File: src/rtl/basemul_seq.sv
// Job sequencer for one basemul_tomont unit: loads A and B from the source memories,
// runs the calculation, then drains the result pairs into the result memory.
module basemul_seq #(
  parameter int DEPTH = 8
) (
  input  logic             clk,
  input  logic             reset,
  input  logic             start,
  output logic             busy,
  output logic             finish,
  output logic             mem_a_rd,
  output logic [DEPTH-2:0] mem_a_addr,
  input  logic [31:0]      mem_a_data,
  output logic             mem_b_rd,
  output logic [DEPTH-2:0] mem_b_addr,
  input  logic [31:0]      mem_b_data,
  output logic             set,
  output logic             readin_a,
  output logic             readin_b,
  output logic             cal_en,
  output logic             readout,
  output logic             full_in_a,
  output logic             full_in_b,
  output logic [15:0]      dina_1,
  output logic [15:0]      dina_2,
  output logic [15:0]      dinb_1,
  output logic [15:0]      dinb_2,
  output logic [DEPTH-1:0] ina_index,
  output logic [DEPTH-1:0] inb_index,
  input  logic             readin_a_ok,
  input  logic             readin_b_ok,
  input  logic             done,
  input  logic [15:0]      dout_1,
  input  logic [15:0]      dout_2,
  input  logic [DEPTH-1:0] out_index,
  input  logic             dout_valid,
  output logic             wr_en,
  output logic [DEPTH-2:0] wr_addr,
  output logic [31:0]      wr_data
);

  localparam int              NPAIR_I = 1 << (DEPTH - 1);
  localparam logic [DEPTH-1:0] NPAIR  = DEPTH'(NPAIR_I);
  localparam logic [DEPTH-1:0] LAST   = DEPTH'(NPAIR_I - 1);

  typedef enum logic [3:0] {
    S_IDLE, S_SET, S_LOAD_A, S_END_A, S_LOAD_B, S_END_B, S_CALC, S_DRAIN, S_FIN
  } state_t;

  state_t           r_state, w_next;
  logic [DEPTH-1:0] r_ca, r_cb, r_cw;
  logic             r_rd_a, r_rd_b;
  logic [DEPTH-2:0] r_addr_a, r_addr_b;
  logic [15:0]      r_dina_1, r_dina_2, r_dinb_1, r_dinb_2;
  logic [DEPTH-1:0] r_ina_index, r_inb_index;
  logic             w_unused;

  // The result address is the pair index, so the even/odd bit of out_index is dropped.
  assign w_unused = out_index[0];

  // NOTE: every output and next-state value gets a default before the case so that
  // no path leaves a signal unassigned, which would otherwise infer a latch.
  always_comb begin
    w_next     = r_state;
    busy       = (r_state != S_IDLE);
    finish     = 1'b0;
    mem_a_rd   = 1'b0;
    mem_a_addr = '0;
    mem_b_rd   = 1'b0;
    mem_b_addr = '0;
    set        = 1'b0;
    readin_a   = 1'b0;
    readin_b   = 1'b0;
    cal_en     = 1'b0;
    readout    = 1'b0;
    full_in_a  = 1'b0;
    full_in_b  = 1'b0;
    wr_en      = 1'b0;
    wr_addr    = '0;
    wr_data    = '0;
    case (r_state)
      S_IDLE: if (start) w_next = S_SET;
      S_SET: begin
        set    = 1'b1;
        w_next = S_LOAD_A;
      end
      S_LOAD_A: begin
        readin_a = 1'b1;
        if (readin_a_ok && (r_ca < NPAIR)) begin
          mem_a_rd   = 1'b1;
          mem_a_addr = r_ca[DEPTH-2:0];
          if (r_ca == LAST) w_next = S_END_A;
        end
      end
      S_END_A: begin
        readin_a  = 1'b1;
        full_in_a = 1'b1;
        w_next    = S_LOAD_B;
      end
      S_LOAD_B: begin
        readin_b = 1'b1;
        if (readin_b_ok && (r_cb < NPAIR)) begin
          mem_b_rd   = 1'b1;
          mem_b_addr = r_cb[DEPTH-2:0];
          if (r_cb == LAST) w_next = S_END_B;
        end
      end
      S_END_B: begin
        readin_b  = 1'b1;
        full_in_b = 1'b1;
        w_next    = S_CALC;
      end
      S_CALC: begin
        cal_en = 1'b1;
        if (done) w_next = S_DRAIN;
      end
      S_DRAIN: begin
        readout = 1'b1;
        if (dout_valid) begin
          wr_en   = 1'b1;
          wr_addr = out_index[DEPTH-1:1];
          wr_data = {dout_2, dout_1};
          if (r_cw == LAST) w_next = S_FIN;
        end
      end
      S_FIN: begin
        finish = 1'b1;
        w_next = S_IDLE;
      end
      default: w_next = S_IDLE;
    endcase
  end

  // NOTE: sequential state uses non-blocking assignments so every register samples
  // the pre-edge values, independent of statement order.
  always_ff @(posedge clk or negedge reset) begin
    if (!reset) begin
      r_state <= S_IDLE;
      r_ca    <= '0;
      r_cb    <= '0;
      r_cw    <= '0;
    end else begin
      r_state <= w_next;
      if (r_state == S_FIN) begin
        r_ca <= '0;
        r_cb <= '0;
        r_cw <= '0;
      end else begin
        if (mem_a_rd) r_ca <= r_ca + DEPTH'(1);
        if (mem_b_rd) r_cb <= r_cb + DEPTH'(1);
        if (wr_en)    r_cw <= r_cw + DEPTH'(1);
      end
    end
  end

  // Source memories answer one cycle after the strobe; the flag and address follow along.
  always_ff @(posedge clk or negedge reset) begin
    if (!reset) begin
      r_rd_a      <= 1'b0;
      r_rd_b      <= 1'b0;
      r_addr_a    <= '0;
      r_addr_b    <= '0;
      r_dina_1    <= '0;
      r_dina_2    <= '0;
      r_dinb_1    <= '0;
      r_dinb_2    <= '0;
      r_ina_index <= '0;
      r_inb_index <= '0;
    end else begin
      r_rd_a   <= mem_a_rd;
      r_rd_b   <= mem_b_rd;
      r_addr_a <= mem_a_addr;
      r_addr_b <= mem_b_addr;
      if (r_rd_a) begin
        r_dina_1    <= mem_a_data[15:0];
        r_dina_2    <= mem_a_data[31:16];
        r_ina_index <= {r_addr_a, 1'b0};
      end
      if (r_rd_b) begin
        r_dinb_1    <= mem_b_data[15:0];
        r_dinb_2    <= mem_b_data[31:16];
        r_inb_index <= {r_addr_b, 1'b0};
      end
    end
  end

  assign dina_1    = r_dina_1;
  assign dina_2    = r_dina_2;
  assign dinb_1    = r_dinb_1;
  assign dinb_2    = r_dinb_2;
  assign ina_index = r_ina_index;
  assign inb_index = r_inb_index;

endmodule
File: config.mk
export PLATFORM = sky130hd
export DESIGN_NAME = basemul_seq
export DESIGN_NICKNAME = d
export VERILOG_FILES = /design/src/rtl/basemul_seq.sv
export SDC_FILE = /design/constraint.sdc
export NUM_CORES = 1
export LEC_CHECK = 0
export BUFFER_PORTS_ARGS = -buffer_cell sky130_fd_sc_hd__buf_2
export CORE_MARGIN = 4
export CORE_UTILIZATION = 50
export CTS_CLUSTER_DIAMETER = 40
export DETAILED_ROUTE_END_ITERATION = 10
export PLACE_DENSITY_LB_ADDON = 0.05
export SYNTH_ARGS = -nofsm -noshare
export SYNTH_HDL_FRONTEND = slang
export SYNTH_SLANG_ARGS = --single-unit
File: constraint.sdc
create_clock -name clk -period 2.87 [get_ports clk]
set_clock_uncertainty 0.05 [all_clocks]
set_input_delay 0.287 -clock clk [delete_from_list [all_inputs] [get_ports clk]]
set_output_delay 0.287 -clock clk [all_outputs]
set_load 0.005 [all_outputs]
Word level (Yosys, flattened, before mapping)
Index checks and enable logic that the tools add are counted.
{ "classes": {"n_addsub": 3, "mul": 0, "n_div": 0, "order_cmp": 2, "eq_ne": 19, "n_shift": 0, "mux": 37, "bitwise": 0, "n_reduce_logical": 10} }
{ "ops": {"columns": ["cell", "count"], "rows": [
  ["2-to-1 mux 32 bit", 2],
  ["2-to-1 mux 8 bit", 6],
  ["2-to-1 mux 7 bit", 6],
  ["2-to-1 mux 4 bit", 8],
  ["case mux 4 bit (8 select lines)", 1],
  ["adder 8 x 1 -> 8 bit (second input constant)", 3],
  ["== test 8 x 7 -> 1 bit (second input constant)", 3],
  ["== test 4 x 3 -> 1 bit (second input constant)", 4],
  ["less-than comparator 8 bit (second input constant)", 2],
  ["!= test 2 bit (second input constant)", 8],
  ["2-to-1 mux 1 bit", 14],
  ["== test 4 x 2 -> 1 bit (second input constant)", 2],
  ["AND reduction 8 bit", 1],
  ["nonzero test 2 bit", 3],
  ["== test 4 x 1 -> 1 bit (second input constant)", 1],
  ["== test 4 bit (second input constant)", 1],
  ["zero test 4 bit", 1],
  ["nonzero test 4 bit", 1],
  ["OR reduction 2 bit", 2],
  ["logical AND 1 bit", 2]
]} }
{ "totals": {"register_bits": 122, "latchBits": 0, "mem_bits_rw": 0, "rom_bits": 0, "in_bits": 111, "out_inout_bits": 145, "elab_cells": 85, "n_memories": 0} }

Depth between registers and ports, before layout
{ "logic_depth": {"ltp_word": 6, "mapped_depth": 7} }

Least setup slack after synthesis
Ideal clock, no wire load.
{ "synth_timing": {"path_type": "register to register", "startpoint": "reg r_cb[1]", "endpoint": "reg r_state[0]", "setup_time_ns": 0.065, "arrival_ns": 1.521, "required_ns": 2.755, "slack_ns": 1.234, "path_stages_with_launch": 6, "period_less_slack_ns": 1.636, "path_cell_list": "dfrtp_1 > ha_1 > nand2_1 > or4b_2 > a21oi_1 > o22a_1"} }
{ "synth_between": {"elab_chain_len": 4, "elab_cells_between_ends": 6, "cone_classes": "order compare: 1; eq/ne: 3; reduce/logical: 2"} }
{ "synth_lines": {"columns": ["element", "line", "rtl"], "rows": [
  ["start, declared", "51", "logic [DEPTH-1:0] r_ca, r_cb, r_cw;"],
  ["start signal, assigned", "150", "if (mem_b_rd) r_cb <= r_cb + DEPTH'(1);"],
  ["less-than comparator 8 bit", "102", "if (readin_b_ok && (r_cb < NPAIR)) begin"],
  ["logical AND 1 bit", "102", null],
  ["!= test 2 bit (no line)", null, null],
  ["AND reduction 8 bit (no line) *", null, null],
  ["end signal, assigned", "143", "r_state <= w_next;"],
  ["end, declared", "50", "state_t r_state, w_next;"]
]} }
Every way passes the cells marked *; elsewhere a longest branch is shown, timed or not.
A chain may end at the register's enable or synchronous reset.

Worst setup path after layout
{ "layout_timing": {"startpoint": "reg r_state[1]", "endpoint": "out wr_en"} }
{ "layout_between": {"elab_chain_len": 2} }
{ "layout_lines": {"columns": ["element", "line", "rtl"], "rows": [
  ["== test 4 x 3 -> 1 bit", "81", "case (r_state)"],
  ["2-to-1 mux 1 bit", "81", null],
  ["end, declared", "37", "output logic wr_en,"]
]} }
Every way passes these cells.

==> summary.log <==
INFO  outcome        outcome=completed
INFO  clock_network  postCtsHoldBufs=65
INFO  clock_network  clk_path_buf_depth=2
INFO  placement      gpl.final_weighted_congestion=0.803
INFO  sta            setup_slack=0.296ns
INFO  synth          post_synth_main_area_contributors=sky130_fd_sc_hd__dfrtp_1, sky130_fd_sc_hd__mux2_2, sky130_fd_sc_hd__and3_1, sky130_fd_sc_hd__nand2_1, sky130_fd_sc_hd__clkbuf_1
INFO  critical_path  worst_setup_path_start_kind=flip-flop
INFO  sta            final-setup-viol-count=0
INFO  detailed_routing dr.first_iter.drc_count=181
INFO  sta            finalSetupTns=0ns
INFO  synth          synth_edf_count=0
INFO  detailed_routing dr.pass1.iters=4
INFO  finish         diodes=0
INFO  synth          synth_compound_area_share=2.22%
INFO  floorplan      design.die.area=12200squm
INFO  sta            period_share=89.7%
INFO  critical_path  crit_path_start=r_state[1]$_DFFE_PN0P_
INFO  sta            rsz_0062_raised_after_global_routing=no
INFO  synth          yosysTopAreaCell=sky130_fd_sc_hd__dfrtp_1
INFO  sta            timing.slew.headroom=59.6%
INFO  synth          combinational_family_with_the_most_area_after_synthesis=multiplexers
INFO  synth          syn_area=5240squm
INFO  detailed_routing drt_antenna_net_count=0
INFO  clock_network  worstSkewPairLatency=0.50ns
INFO  clock_network  tritoncts=built
INFO  detailed_routing detail_route.drc_violations=0
INFO  pwr            max_ir_drop_vdd=363uV
INFO  clock_network  cts.repair.resized=0
INFO  synth          ys_ff_latch=122
INFO  floorplan      pin_count=256
INFO  global_routing grt_max_degree=46
INFO  synth          yosys-mux-area-fraction=17.5%
INFO  detailed_routing wl_per_cell=15.4microns
INFO  synth          synth_cell_type_count=43
INFO  floorplan      start_util=50.9%
INFO  clock_network  clock_tree.root_cell=sky130_fd_sc_hd__clkbuf_8
INFO  floorplan      core-area=10300squm
INFO  sta            slew_viol_final=0
INFO  finish         final_layout_size_suffix_gt1_share=51.1%
INFO  synth          synth_sequential_area_ratio=58.3%
INFO  clock_network  tritoncts.num_buffers=17
INFO  clock_network  cts.sink_count=122
INFO  detailed_routing viasPerCell=4.93
INFO  synth          synthesis.area_per_instance=12.6squm
INFO  run            max-cap-violations=0
INFO  finish         syn_to_final_growth=49.2%
INFO  synth          post_synth_xor_area_fraction=1.51%
INFO  placement      placement.io_buffers=252
INFO  synth          synthTopCellsByCount=sky130_fd_sc_hd__dfrtp_1, sky130_fd_sc_hd__mux2_2, sky130_fd_sc_hd__and3_1, sky130_fd_sc_hd__nand2_1, sky130_fd_sc_hd__clkbuf_1
INFO  detailed_routing total_wire_length=13500microns
INFO  global_routing grt_usage=22.5%
INFO  synth          synth_simple_gate_area_share=16.4%
INFO  floorplan      core.rowCount=37
INFO  placement      place_inst=781
INFO  critical_path  critPathSlowestCell=sky130_fd_sc_hd__dfrtp_1
INFO  critical_path  critical_path.endpoint_type=output port
INFO  critical_path  critical_path.reg2reg.startpoint=r_state[1]$_DFFE_PN0P_
INFO  global_routing grt_residual_overflow=0
INFO  critical_path  cp_common_cell=sky130_fd_sc_hd__inv_1
INFO  critical_path  critical_path_class=flip-flop to output port
INFO  critical_path  crit_fanout=33
INFO  pwr            power.static_leakage=4.49nW
INFO  critical_path  critPathArrivalTime=2.24ns
INFO  global_routing grt_antenna_before_repair=0
INFO  finish         stdcell_count=878
INFO  clock_network  worst_setup_hold_path_clk_slew=0.06ns
INFO  floorplan      chipWidth=110microns
INFO  critical_path  critical-path-max-stage-delay=0.61ns
INFO  synth          async_flop_share=100%
INFO  synth          netlist_instances=414
INFO  critical_path  timing.critical_path.cells=nand4b_4 > inv_1 > buf_4 > nand2_1 > inv_1 > buf_2
INFO  sta            timing_worst_slew_pin_value=0.604ns
INFO  synth          synth-adder-area-share=0.717%
INFO  sta            fmax=0.389GHz
INFO  global_routing grt_pass1_wl=21200microns
INFO  clock_network  post-cts-setup-buffer-count=0
INFO  sta            final_hold_viol_count=0
INFO  sta            final.min_clock_period=2.57ns
INFO  synth          synth_largest_type_area_fraction=58.3%
INFO  hold_path      min_from=readin_b_ok
INFO  critical_path  cp.required=2.53ns
INFO  pwr            p_total=4.50mW
INFO  placement      dp_hpwl=8900microns
INFO  hold_path      min-delay-path-class=primary input to flip-flop
INFO  detailed_routing detailroute.via_count=4326
INFO  synth          synth_flop_cell=sky130_fd_sc_hd__dfrtp_1
INFO  floorplan      die_h=110microns
INFO  global_routing first_global_vias=4432
INFO  synth          synth.yosys.warnings=0
INFO  finish         nNetsFinal=843
INFO  placement      preCtsSetupSlack=0.826ns
INFO  pwr            power_density=576nW/um^2
INFO  synth          top_count_cell_post_synth=sky130_fd_sc_hd__dfrtp_1
INFO  clock_network  cts-htree-levels=4
==> final cells by class <==
| class | count | area [sq um] |
|---|---|---|
| Clock buffer | 21 | 459 |
| Fill cell | 706 | 2460 |
| Timing Repair Buffer | 324 | 1970 |
| Inverter | 7 | 26.3 |
| Clock inverter | 11 | 120 |
| Sequential cell | 122 | 3050 |
| Tap cell | 136 | 170 |
| Multi-Input combinational cell | 257 | 2020 |
==> per-layer routing <==
layer,wire length [microns],global-route usage (%)
met5,0,0
met1,5180,26.1
met4,159,7.21
met3,996,6.99
met2,7160,39.7
==> where the power goes <==
part / total, mW / internal, mW / switching [mW]
sequential: 1.85 / 1.78 / 0.0757
combinational: 0.627 / 0.319 / 0.308
clock: 2.02 / 1.30 / 0.724
==> sequential cells by signal (all words and copies together), names as in the netlist <==
register / count
r_rd_b: 1
r_cb: 8
ina_index: 7
r_addr_a: 7
r_rd_a: 1
r_state: 4
dina_1: 16
dina_2: 16
dinb_2: 16
dinb_1: 16
r_cw: 8
r_addr_b: 7
r_ca: 8
inb_index: 7
==> worst max-delay path: cells and delay by family, from the launching register on <==
kind          cells  cell delay, ns
simple gates      2            0.32
buf+inv           4            0.80
flops             1            0.61
==> logic make-up (layout without fill, tap and decap cells) <==
family / after synthesis / count (layout)
compound gates: 21 / 21
xor+xnor: 9 / 9
fa+ha+maj: 3 / 3
buf+inv: 36 / 363
flops: 122 / 122
mux: 82 / 82
other cells: 1 / 2
simple gates: 140 / 140
==> per-stage QoR <==
step                hold slack (ns)  util, %  instance area, sq um
detailed placement            0.272     64.0                  6580
CTS                           0.210     76.0                  7810
floorplan                   -0.0586        -                  5240
finish                        0.244     76.0                  7810
global route                  0.240     76.0                  7810
global placement              0.263     64.0                  6580
==> path summary, 6_finish.rpt <==
kind | end | slack, ns | cells past startpoint
setup / recovery | wr_en | 0.30 | 6
hold / removal | r_cb[7]$_DFFE_PN0P_ | 0.24 | 4
setup reg to reg | r_cw[7]$_DFFE_PN0P_ | 0.84 | 7
hold reg to reg | inb_index[6]$_DFFE_PN0P_ | 0.42 | 1
max in group asynchronous | dina_2[6]$_DFFE_PN0P_ | 1.63 | 3
min in group asynchronous | dina_1[9]$_DFFE_PN0P_ | 0.28 | 2
==> cells in the final DEF (no fill, tap or decap), types with 6 or more instances in the layout <==
cell | netlist | layout
sky130_fd_sc_hd__nor2_1 | 16 | 16
sky130_fd_sc_hd__buf_4 | 3 | 8
sky130_fd_sc_hd__a21oi_1 | 7 | 7
sky130_fd_sc_hd__dlygate4sd3_1 | 0 | 65
sky130_fd_sc_hd__clkbuf_16 | 0 | 16
sky130_fd_sc_hd__and3_1 | 54 | 54
sky130_fd_sc_hd__nand2_1 | 18 | 18
sky130_fd_sc_hd__or3_1 | 6 | 6
sky130_fd_sc_hd__o21ai_0 | 10 | 10
sky130_fd_sc_hd__dfrtp_1 | 122 | 122
sky130_fd_sc_hd__nand4_1 | 6 | 6
sky130_fd_sc_hd__mux2_2 | 78 | 78
sky130_fd_sc_hd__buf_2 | 6 | 251
sky130_fd_sc_hd__nand3_1 | 10 | 10
sky130_fd_sc_hd__xnor2_1 | 6 | 6
Power figures use the tool's default switching activity.
